$ cat src/rtl/mips_ctrl_pkg.sv
// mips_ctrl_pkg: opcodes, state encodings and control-field constants for the multicycle MIPS control unit
package mips_ctrl_pkg;
  localparam logic [5:0] OP_RTYPE = 6'b000000;
  localparam logic [5:0] OP_LW    = 6'b100011;
  localparam logic [5:0] OP_SW    = 6'b101011;
  localparam logic [5:0] OP_BEQ   = 6'b000100;
  localparam logic [5:0] OP_J     = 6'b000010;
  localparam logic [5:0] OP_ADDI  = 6'b001000;
  typedef enum logic [3:0] {
    S_RESET  = 4'd0,
    S_FETCH  = 4'd1,
    S_DECODE = 4'd2,
    S_MEMADR = 4'd3,
    S_MEMRD  = 4'd4,
    S_MEMWB  = 4'd5,
    S_MEMWR  = 4'd6,
    S_REXEC  = 4'd7,
    S_RWB    = 4'd8,
    S_BRANCH = 4'd9,
    S_JUMP   = 4'd10,
    S_IEXEC  = 4'd11,
    S_IWB    = 4'd12,
    S_HALT   = 4'd13
  } state_t;
  localparam logic [1:0] ALU_ADD    = 2'b00;
  localparam logic [1:0] ALU_SUB    = 2'b01;
  localparam logic [1:0] ALU_FUNCT  = 2'b10;
  localparam logic [1:0] SRCB_B     = 2'b00;
  localparam logic [1:0] SRCB_4     = 2'b01;
  localparam logic [1:0] SRCB_IMM   = 2'b10;
  localparam logic [1:0] SRCB_IMM2  = 2'b11;
  localparam logic [1:0] PCS_ALU    = 2'b00;
  localparam logic [1:0] PCS_ALUOUT = 2'b01;
  localparam logic [1:0] PCS_JUMP   = 2'b10;
  typedef struct packed {
    logic [1:0] alu_op;
    logic       alu_src_a;
    logic [1:0] alu_src_b;
    logic [1:0] pc_source;
    logic       reg_dst;
    logic       mem_to_reg;
    logic       mem_read;
    logic       mem_write;
    logic       iord;
    logic       reg_write;
    logic       ir_write;
    logic       pc_write;
    logic       pc_write_cond;
  } ctrl_t;
  function automatic logic is_final(input logic [3:0] s);
    return s inside {S_MEMWB, S_MEMWR, S_RWB, S_BRANCH, S_JUMP, S_IWB};
  endfunction
  function automatic logic is_legal(input logic [5:0] op);
    return op inside {OP_RTYPE, OP_LW, OP_SW, OP_BEQ, OP_J, OP_ADDI};
  endfunction
endpackage

$ cat src/rtl/mips_ctrl_outdec.sv
// mips_ctrl_outdec: Moore decode of the state register into datapath control lines
module mips_ctrl_outdec
  import mips_ctrl_pkg::*;
(
  input  logic [3:0] state,
  output ctrl_t      ctrl
);
  always_comb begin
    ctrl = '0;
    case (state)
      S_FETCH: begin
        ctrl.mem_read  = 1'b1;
        ctrl.ir_write  = 1'b1;
        ctrl.pc_write  = 1'b1;
        ctrl.alu_src_b = SRCB_4;
      end
      S_DECODE: ctrl.alu_src_b = SRCB_IMM2;
      S_MEMADR, S_IEXEC: begin
        ctrl.alu_src_a = 1'b1;
        ctrl.alu_src_b = SRCB_IMM;
      end
      S_MEMRD: begin
        ctrl.mem_read = 1'b1;
        ctrl.iord     = 1'b1;
      end
      S_MEMWB: begin
        ctrl.reg_write  = 1'b1;
        ctrl.mem_to_reg = 1'b1;
      end
      S_MEMWR: begin
        ctrl.mem_write = 1'b1;
        ctrl.iord      = 1'b1;
      end
      S_REXEC: begin
        ctrl.alu_src_a = 1'b1;
        ctrl.alu_op    = ALU_FUNCT;
      end
      S_RWB: begin
        ctrl.reg_write = 1'b1;
        ctrl.reg_dst   = 1'b1;
      end
      S_BRANCH: begin
        ctrl.alu_src_a     = 1'b1;
        ctrl.alu_op        = ALU_SUB;
        ctrl.pc_write_cond = 1'b1;
        ctrl.pc_source     = PCS_ALUOUT;
      end
      S_JUMP: begin
        ctrl.pc_write  = 1'b1;
        ctrl.pc_source = PCS_JUMP;
      end
      S_IWB: ctrl.reg_write = 1'b1;
      default: ctrl = '0;
    endcase
  end
endmodule

$ cat src/rtl/mips_multicycle_control.sv
// mips_multicycle_control: multicycle MIPS main control FSM with retired-instruction counter
module mips_multicycle_control
  import mips_ctrl_pkg::*;
#(
  parameter int COUNT_W      = 32,
  parameter bit ILLEGAL_HALT = 1'b0
) (
  input  logic               clock,
  input  logic               reset,
  input  logic [5:0]         opcode,
  output logic [1:0]         ALUOp,
  output logic               ALUSrcA,
  output logic [1:0]         ALUSrcB,
  output logic [1:0]         PCSource,
  output logic               RegDst,
  output logic               MemtoReg,
  output logic               MemRead,
  output logic               MemWrite,
  output logic               IorD,
  output logic               RegWrite,
  output logic               IRWrite,
  output logic               PCWrite,
  output logic               PCWriteCond,
  output logic [3:0]         state,
  output logic               illegal_op,
  output logic [COUNT_W-1:0] instr_count
);
  logic [3:0] st;
  logic [3:0] nxt;
  ctrl_t      ctrl;
  logic       mem_op;
  assign mem_op = opcode == OP_LW || opcode == OP_SW;
  always_comb begin
    nxt = S_FETCH;
    case (st)
      S_FETCH:  nxt = S_DECODE;
      S_DECODE: nxt = opcode == OP_RTYPE ? S_REXEC :
                      mem_op             ? S_MEMADR :
                      opcode == OP_BEQ   ? S_BRANCH :
                      opcode == OP_J     ? S_JUMP :
                      opcode == OP_ADDI  ? S_IEXEC :
                      ILLEGAL_HALT       ? S_HALT : S_FETCH;
      S_MEMADR: nxt = opcode == OP_LW ? S_MEMRD : S_MEMWR;
      S_MEMRD:  nxt = S_MEMWB;
      S_REXEC:  nxt = S_RWB;
      S_IEXEC:  nxt = S_IWB;
      S_HALT:   nxt = S_HALT;
      default:  nxt = S_FETCH;
    endcase
  end
  // every final state returns to FETCH unconditionally, so being in one means an instruction retires
  always_ff @(posedge clock or posedge reset) begin
    if (reset) begin
      st          <= S_RESET;
      instr_count <= '0;
      illegal_op  <= 1'b0;
    end else begin
      st          <= nxt;
      instr_count <= instr_count + COUNT_W'(is_final(st));
      illegal_op  <= st == S_DECODE && !is_legal(opcode);
    end
  end
  mips_ctrl_outdec u_outdec (
    .state(st),
    .ctrl (ctrl)
  );
  assign state       = st;
  assign ALUOp       = ctrl.alu_op;
  assign ALUSrcA     = ctrl.alu_src_a;
  assign ALUSrcB     = ctrl.alu_src_b;
  assign PCSource    = ctrl.pc_source;
  assign RegDst      = ctrl.reg_dst;
  assign MemtoReg    = ctrl.mem_to_reg;
  assign MemRead     = ctrl.mem_read;
  assign MemWrite    = ctrl.mem_write;
  assign IorD        = ctrl.iord;
  assign RegWrite    = ctrl.reg_write;
  assign IRWrite     = ctrl.ir_write;
  assign PCWrite     = ctrl.pc_write;
  assign PCWriteCond = ctrl.pc_write_cond;
endmodule

$ cat config.mk
export PLATFORM = sky130hd
export DESIGN_NAME = mips_multicycle_control
export DESIGN_NICKNAME = d
export VERILOG_FILES = /design/src/rtl/mips_ctrl_pkg.sv /design/src/rtl/mips_ctrl_outdec.sv /design/src/rtl/mips_multicycle_control.sv
export SDC_FILE = /design/constraint.sdc
export NUM_CORES = 1
export LEC_CHECK = 0
export BUFFER_PORTS_ARGS = -buffer_cell sky130_fd_sc_hd__buf_2
export CAP_MARGIN = 40
export CORE_MARGIN = 4
export CORE_UTILIZATION = 46
export CTS_CLUSTER_SIZE = 14
export DETAILED_ROUTE_END_ITERATION = 7
export PLACE_DENSITY = 0.76
export SETUP_SLACK_MARGIN = 0.2
export SYNTH_ARGS = -nofsm -noshare
export SYNTH_HDL_FRONTEND = slang
export SYNTH_SLANG_ARGS = --single-unit
$ cat constraint.sdc
create_clock -name clock -period 2.35 [get_ports clock]
set_input_delay 0.47 -clock clock [delete_from_list [all_inputs] [get_ports clock]]
set_output_delay 0.47 -clock clock [all_outputs]
set_load 0.005 [all_outputs]
== Yosys cells after proc, flatten, opt, wreduce, memory -nomap -nowiden ==
Index checks and enable logic that the tools add are counted.
W data, S select, Z words.
Cells by class
  add/sub/neg operators: 1
  muxes and demuxes: 20
  reductions and logical operators: 12
  eq/ne operators: 18
Operators with widths (count)
  $add A32 B1 Y32: 1
  $pmux W4 S7: 1
  $eq A4 B4 Y1 const B: 6
  $mux W4: 5
  $eq A4 B3 Y1 const B: 4
  $eq A6 B6 Y1 const B: 2
  $reduce_bool A6 Y1: 2
  $mux W1: 10
  $eq A4 B2 Y1 const B: 2
  $pmux W2 S2: 2
  $reduce_or A2 Y1: 4
  $eq A6 B2 Y1 const B: 1
  $eq A6 B3 Y1 const B: 1
  $eq A6 B4 Y1 const B: 1
  $logic_not A6 Y1: 1
  $pmux W2 S3: 1
  $eq A4 B1 Y1 const B: 1
  $reduce_or A4 Y1: 1
  $reduce_or A3 Y1: 1
  $mux W2: 1
  $logic_and A1 B1 Y1: 1
  $logic_not A1 Y1: 1
  $logic_or A1 B1 Y1: 1
Storage, ports and cells
  register bits after elaboration: 37
  input port bits: 8

== Longest topological paths before layout ==
Gate-level depths: netlist of the first run.
  word-level depth: 7
  depth in mapped cells: 10
  gate-level depth less buffers: 9

== Modules after synthesis ==
From an unflattened synthesis of the first run, not the netlist that was laid out.
Unflattened totals
  cells, all modules: 192
  area, all modules: 1955.6 sq um
By module, submodules not included
  mips_multicycle_control: area each 1790.5 sq um, cells an instance 165, instances 1
  mips_ctrl_outdec: area each 165.2 sq um, cells an instance 27, instances 1

== Least setup slack after synthesis of the first run ==
OpenSTA, ideal clock, no wires.
  path kind: reg2reg
  start: reg st[2] (netlist: state[2])
  end: reg instr_count[26]
  path slack: -88 ps
  buffers on the path: 1
  cell stages (with the launch flop): 11
  library setup time: 123 ps
  data required time: 2227 ps
  data arrival time: 2315 ps
  cell sequence: dfrtp_1 clkbuf_1 o21a_1 o21ai_0 a21oi_1 ha_1 ha_1 and4_1 nor4b_4 nand3_1 xnor2_1
Between the ends
  cells in the longest elaborated chain, start to end: 3
  elaborated cells on any way between the ends: 8
RTL lines
  start, declared: RTL line mips_multicycle_control.sv:28  | logic [3:0] st;
  start signal, assigned: RTL line mips_multicycle_control.sv:58  | st <= nxt;
  $eq A4 B3 Y1 / $eq A4 B4 Y1 (equally long branches): RTL line mips_ctrl_pkg.sv:51  | return s inside {S_MEMWB, S_MEMWR, S_RWB, S_BRANCH, S_JUMP, S_IWB};
  $reduce_bool A6 Y1 (*): RTL line mips_ctrl_pkg.sv:51
  $add A32 B1 Y32 (*): RTL line mips_multicycle_control.sv:59  | instr_count <= instr_count + COUNT_W'(is_final(st));
  end signal, assigned: RTL line mips_multicycle_control.sv:59
  end, declared: RTL line mips_multicycle_control.sv:26  | output logic [COUNT_W-1:0] instr_count
Mark *: on every way between the ends. The rest lies on a longest branch, timed or not.

== Worst setup path after layout of the first run ==
  start: reg st[1] (netlist: state[1])
  end: reg instr_count[30]
Same word-level chain as after synthesis.

==> results.cfg, run 1 <==
[logic_synthesis]
ys_seq_elements = 37
ys_types = 32
yosys_warnings = 0
yosys.area.top_type = dfrtp_1
netlist_area_mm2 = 0.00193
synth_async_sr_flop_share_pct = 100
synth_ff_type = dfrtp_1
synth_edf_count = 0
avgSynthCellArea_um2 = 9.98
syn-instance-count = 193
yosys-top-cells-area = dfrtp_1 48%, xnor2_1 11%, nand3_1 3.9%, xor2_1 3.6%, nand2_1 3.3%
yosysTopAreaCellShare_pct = 48.1
yosysSeqAreaShare_pct = 48.1
synth_nets = 204

[detailed_routing]
post_drt_via_cell_ratio = 5.19
drtPass1Iterations = 4
ant_nets = 0
vias = 1641
drtIter0Drc = 75
drc = 0
drt-total-wl_um = 4200
routedWlPerCell_um = 13.3

[sta]
hold_viol_final = 0
finalSetupTns_ns = 0
max_freq_mhz = 474
skew_ns = 0.00306
period_minus_slack_ns = 2.11
max_slew_margin_pct = 53.4
setup_viol_count_final = 0
rsz0062_at_grt = true
slew_violations = 0
tightest_slew_ns = 0.693
post-route-period-util_pct = 89.8

[clock_tree]
ctsHoldBuffers = 0
htreeDepth = 2
cts_root_buf = clkbuf_8
cts_sinks = 37
cts_tree = yes
cts_buffers = 5
worstSkewPairLatency_ns = 0.29
cts_max_path_buffers = 2
path_clk_slew_ns = 0.07

[setup_path]
crit_family = simple AND/OR/NAND/NOR gates
crit_path_top_delay_cell = dfrtp_1
crit_buf_inv = 1
crit_type = flop to flop
rr_startpoint = state[1]
crit_required_ns = 2.52
worstPathCellList = o21a_1 > a21oi_2 > ha_2 > ha_4 > and4_4 > nor4b_4 > buf_6 > nand3_2 > xnor2_2
cp-end-kind = flop
arrival_ns = 2.29
ff2ff_setup_slack_ns = 0.24
r2r_cells = 9
cp_max_fo = 8
slowest_delay_ns = 0.39
critPathLaunchType = flop
timing.rr.end = instr_count[30]

[power]
pwr-share-seq_pct = 38.9
p_int_mw = 1.36
vdd_drop_max_mv = 0.437
power.switching_uw = 723
clkPwrFrac_pct = 23.0
leakage_nw = 1.30
power_density_mw_per_mm2 = 839
comb_power_share_pct = 38.1
power.total_mw = 2.09
p_sw_share_pct = 34.7

[floorplan]
die_area_mm2 = 0.00529
dieHeight_um = 72.7
ios = 61
core_mm2 = 0.00403
num_rows = 23
initial_core_util_pct = 47.8
die_x_um = 72.7

[layout]
diodes = 0
layout_commonest_cell = buf_2
area_delta_synth_final_pct = 29.0
layout_common_cells = 60 x buf_2, 37 x dfrtp_1, 24 x xnor2_1
fin_nets = 276
drive_gt1_share_pct = 34.6

[placed_design]
io_buffers = 60
dp_hpwl_um = 2970
place_congestion = 0.802

[hold_path]
hold_path_class = input pin to asynchronous set/reset pin

[status]
outcome = finished clean

[global_route]
antenna_found_initial = 0
grt_pass1_vias = 1504
gr-total-overflow = 0
grt_start_max_net_pins = 38
grt_pass1_wl_um = 6530
grt_usage_pct = 15.7

[flow_run]
drv_cap = 0
==> worst reg2reg max path, stage by stage, from the launching register on <==
cell and delay (ns):
dfrtp_1 0.39, o21a_1 0.22, a21oi_2 0.17, ha_2 0.21, ha_4 0.13, and4_4 0.23
nor4b_4 0.21, buf_6 0.18, nand3_2 0.09, xnor2_2 0.17
==> how the worst max path moves through the flow <==
stage	startpoint	endpoint	depth (start not counted)	slack [ns]
5_1_grt	state[1]	instr_count[25]	8	0.14
4_1_cts	state[0]	instr_count[26]	9	0.21
3_5_place_dp	state[0]	instr_count[26]	8	0.08
3_3_place_gp	state[0]	instr_count[26]	8	0.15
2_1_floorplan	state[2]	instr_count[26]	10	0.13
6_report	state[1]	instr_count[30]	9	0.24
==> area by class of cell <==
| cell class | count | area (µm²) |
|---|---|---|
| timing repair buffer | 71 | 387 |
| tap | 50 | 62.6 |
| sequential | 37 | 926 |
| inverter | 4 | 15.0 |
| multi-input combinational | 146 | 995 |
| clock buffer | 7 | 96.3 |
| clock inverter | 1 | 5.00 |
| fill | 352 | 1540 |
==> through the flow <==
stage	std cells	worst slack [ns]	util, %	cell area [µm²]	hold WS (ns)
global placement	302	0.152	57.5	2320	0.458
detailed placement	302	0.0850	57.5	2320	0.458
finish	316	0.239	61.7	2490	0.273
CTS	311	0.211	60.2	2430	0.287
floorplan	193	0.127	-	1980	0.468
global route	316	0.139	61.7	2490	0.317
==> power groups by stage <==
| stage | Combinational, mW | Sequential (mW) | Clock [mW] |
|---|---|---|---|
| 6_report | 0.795 | 0.812 | 0.479 |
| 5_1_grt | 0.893 | 0.823 | 0.518 |
| 4_1_cts | 0.776 | 0.810 | 0.490 |
| 3_5_place_dp | 0.774 | 0.819 | 0 |
| 3_3_place_gp | 0.762 | 0.821 | 0 |
| 2_1_floorplan | 0.492 | 0.833 | 0 |
==> metal layers <==
metal / global-route usage, % / vias to the layer above / part of all wire [%]
li1: - / 816 / -
met1: 19.6 / 769 / 43
met2: 25.6 / 45 / 49
met3: 3.58 / 11 / 5.5
met4: 7.99 / 0 / 2.3
met5: 0 / - / 0
==> logic make-up after synthesis <==
logic type / count (synthesis) / synth area share, %
and+or+nand+nor: 90 / 26.4
DFF: 37 / 48.1
xor gates and xnor gates: 33 / 15.0
AOI/OAI and AO/OA: 20 / 6.23
buffers and inverters: 10 / 2.34
adders and majority gates: 3 / 1.95
==> synthesized netlist by cell type, types with 2 or more instances <==
cell type and count:
dfrtp_1 37, xnor2_1 25, nand2_1 17, nor2_1 17, nand3_1 15, nand2b_1 9
a21oi_1 8, nand4_1 8, xor2_1 8, nor3_1 6, nor4_1 5, o21ai_0 5
clkbuf_1 4, inv_1 4, and3_1 3, ha_1 3, a211oi_1 2, buf_4 2
or2_2 2
==> sequential cells by signal, summed over array words and instances, names as in the netlist <==
register,count
state,4
instr_count,32
illegal_op,1
==> what timing repair did <==
item,CTS,global route
pin swaps,2,7
endpoints found under the setup margin,8,16
setup buffers,1,5
gates resized for setup,0,4
(Power assumes the default switching activity.)
==> run 2: changes to the inputs <==
CORE_UTILIZATION = 43   (was 46)
PLACE_DENSITY = 0.72   (was 0.76)
==> run 2 against run 1 <==
  * Total power fell by 0.96%
  * Register-to-register slack lost 0.07 ns
  * Count of clock-buffer cells in the layout is the same
  * Maximum frequency shrank 3.1%
  * Sequential power about the same
  * Die area rose by 6.2%
  * Critical path depth is the same
  * Utilization shrank 4.6 points
  * Sequential share of layout area about the same
  * Clock skew hardly changed
  * Highest routed layer unchanged
==> results.cfg, run 2 (same netlist as run 1, synthesis figures left out) <==
[status]
outcome = finished clean

[clock_tree]
cts_sinks = 37
path_clk_slew_ns = 0.07
cts_buffers = 5
cts_tree = yes
htreeDepth = 2
cts_max_path_buffers = 2
ctsHoldBuffers = 0
worstSkewPairLatency_ns = 0.28
cts_root_buf = clkbuf_8

[setup_path]
crit_buf_inv = 1
worstPathCellList = o21a_1 > a21oi_2 > ha_2 > ha_4 > and4_4 > nor4b_4 > buf_4 > nand3_1 > xnor2_1
ff2ff_setup_slack_ns = 0.17
crit_family = simple AND/OR/NAND/NOR gates
rr_startpoint = state[1]
slowest_delay_ns = 0.40
timing.rr.end = instr_count[20]
r2r_cells = 9
crit_required_ns = 2.52
cp_max_fo = 5
arrival_ns = 2.34
cp-end-kind = flop
crit_type = flop to flop
crit_path_top_delay_cell = dfrtp_1
critPathLaunchType = flop

[floorplan]
core_mm2 = 0.00435
initial_core_util_pct = 44.3
die_area_mm2 = 0.00562
die_x_um = 74.9
num_rows = 24
ios = 61
dieHeight_um = 74.9

[global_route]
gr-total-overflow = 0
grt_usage_pct = 15.7
grt_start_max_net_pins = 38
grt_pass1_vias = 1609
antenna_found_initial = 0
grt_pass1_wl_um = 6890

[power]
comb_power_share_pct = 37.7
leakage_nw = 1.29
power.switching_uw = 719
vdd_drop_max_mv = 0.375
power_density_mw_per_mm2 = 830
p_int_mw = 1.35
pwr-share-seq_pct = 39.2
p_sw_share_pct = 34.8
clkPwrFrac_pct = 23.1

[layout]
fin_nets = 276
largest_reg_flops = 32
regMostFlops = instr_count
fillers = 383
drive_gt1_share_pct = 35.3
final_cell_area_mm2 = 0.00249
area_delta_synth_final_pct = 29.2
layout_commonest_cell = buf_2
diodes = 0
layout_common_cells = 60 x buf_2, 37 x dfrtp_1, 25 x xnor2_1

[detailed_routing]
routedWlPerCell_um = 12.9
post_drt_via_cell_ratio = 5.08
drtIter0Drc = 48
drc = 0
drt-total-wl_um = 4100
drtPass1Iterations = 4
vias = 1617
ant_nets = 0

[flow_run]
drv_cap = 0

[sta]
post-route-period-util_pct = 92.7
skew_ns = 0.00309
slew_violations = 0
setup_ws_ns = 0.173
tightest_slew_ns = 0.713
max_freq_mhz = 459
rsz0062_at_grt = true
max_slew_margin_pct = 52.1
setup_viol_count_final = 0
hold_viol_final = 0
period_minus_slack_ns = 2.18
finalSetupTns_ns = 0

[hold_path]
hold_path_class = input pin to asynchronous set/reset pin

[placed_design]
io_buffers = 60
place_ws_ns = 0.0948
dpl-instance-area_mm2 = 0.00232
dp_hpwl_um = 3020
place_congestion = 0.764
==> run 2: metal layers <==
layer | vias to the layer above | GRT usage, % | share of wire (%)
met5 | - | 0 | 0
met4 | 0 | 8.70 | 1.8
met3 | 9 | 2.54 | 3.6
met2 | 40 | 27.6 | 52
met1 | 754 | 18.1 | 43
li1 | 814 | - | -
==> run 2: stage by stage <==
stage,instances,power [mW],util (%),hold WS (ns)
after floorplan,193,1.33,-,0.468
after global placement,304,1.58,53.3,0.460
after detailed placement,304,1.60,53.3,0.461
after CTS,314,2.08,56.0,0.294
after global routing,318,2.23,57.2,0.330
final,318,2.07,57.2,0.281
==> run 2: worst max path at each step <==
| stage | startpoint | endpoint | slack, ns | cells past startpoint |
|---|---|---|---|---|
| after floorplan | state[2] | instr_count[26] | 0.13 | 10 |
| after global placement | state[0] | instr_count[26] | 0.15 | 8 |
| after detailed placement | state[0] | instr_count[26] | 0.09 | 8 |
| after CTS | state[0] | instr_count[26] | 0.20 | 9 |
| after global routing | state[1] | instr_count[24] | 0.05 | 9 |
| final | state[1] | instr_count[20] | 0.17 | 9 |
==> run 2: power by group through the flow <==
stage / Clock [mW] / Combinational, mW / Sequential, mW
after detailed placement: 0 / 0.776 / 0.822
final: 0.477 / 0.778 / 0.811
after global placement: 0 / 0.766 / 0.818
after CTS: 0.492 / 0.781 / 0.810
after floorplan: 0 / 0.492 / 0.833
after global routing: 0.517 / 0.886 / 0.829
==> run 2: repair_timing <==
item	in CTS	in global routing
pin swaps	0	11
buffers inserted	2	4
gates cloned	0	0
endpoints found under the setup margin	8	17
resized for setup	0	5
==> run 2: area by class of cell <==
cell class	instances	area, µm²	area share [%]
timing repair buffer	71	383	15.4
sequential	37	926	37.2
inverter	4	15.0	0.603
tap	52	65.1	2.61
clock buffer	7	96.3	3.87
multi-input combinational	146	998	40.1
clock inverter	1	5.00	0.201
==> run 2: tightest hold or removal path: cells and delay by family <==
family	cells	cell delay, ns
buffers and inverters	3	0.52
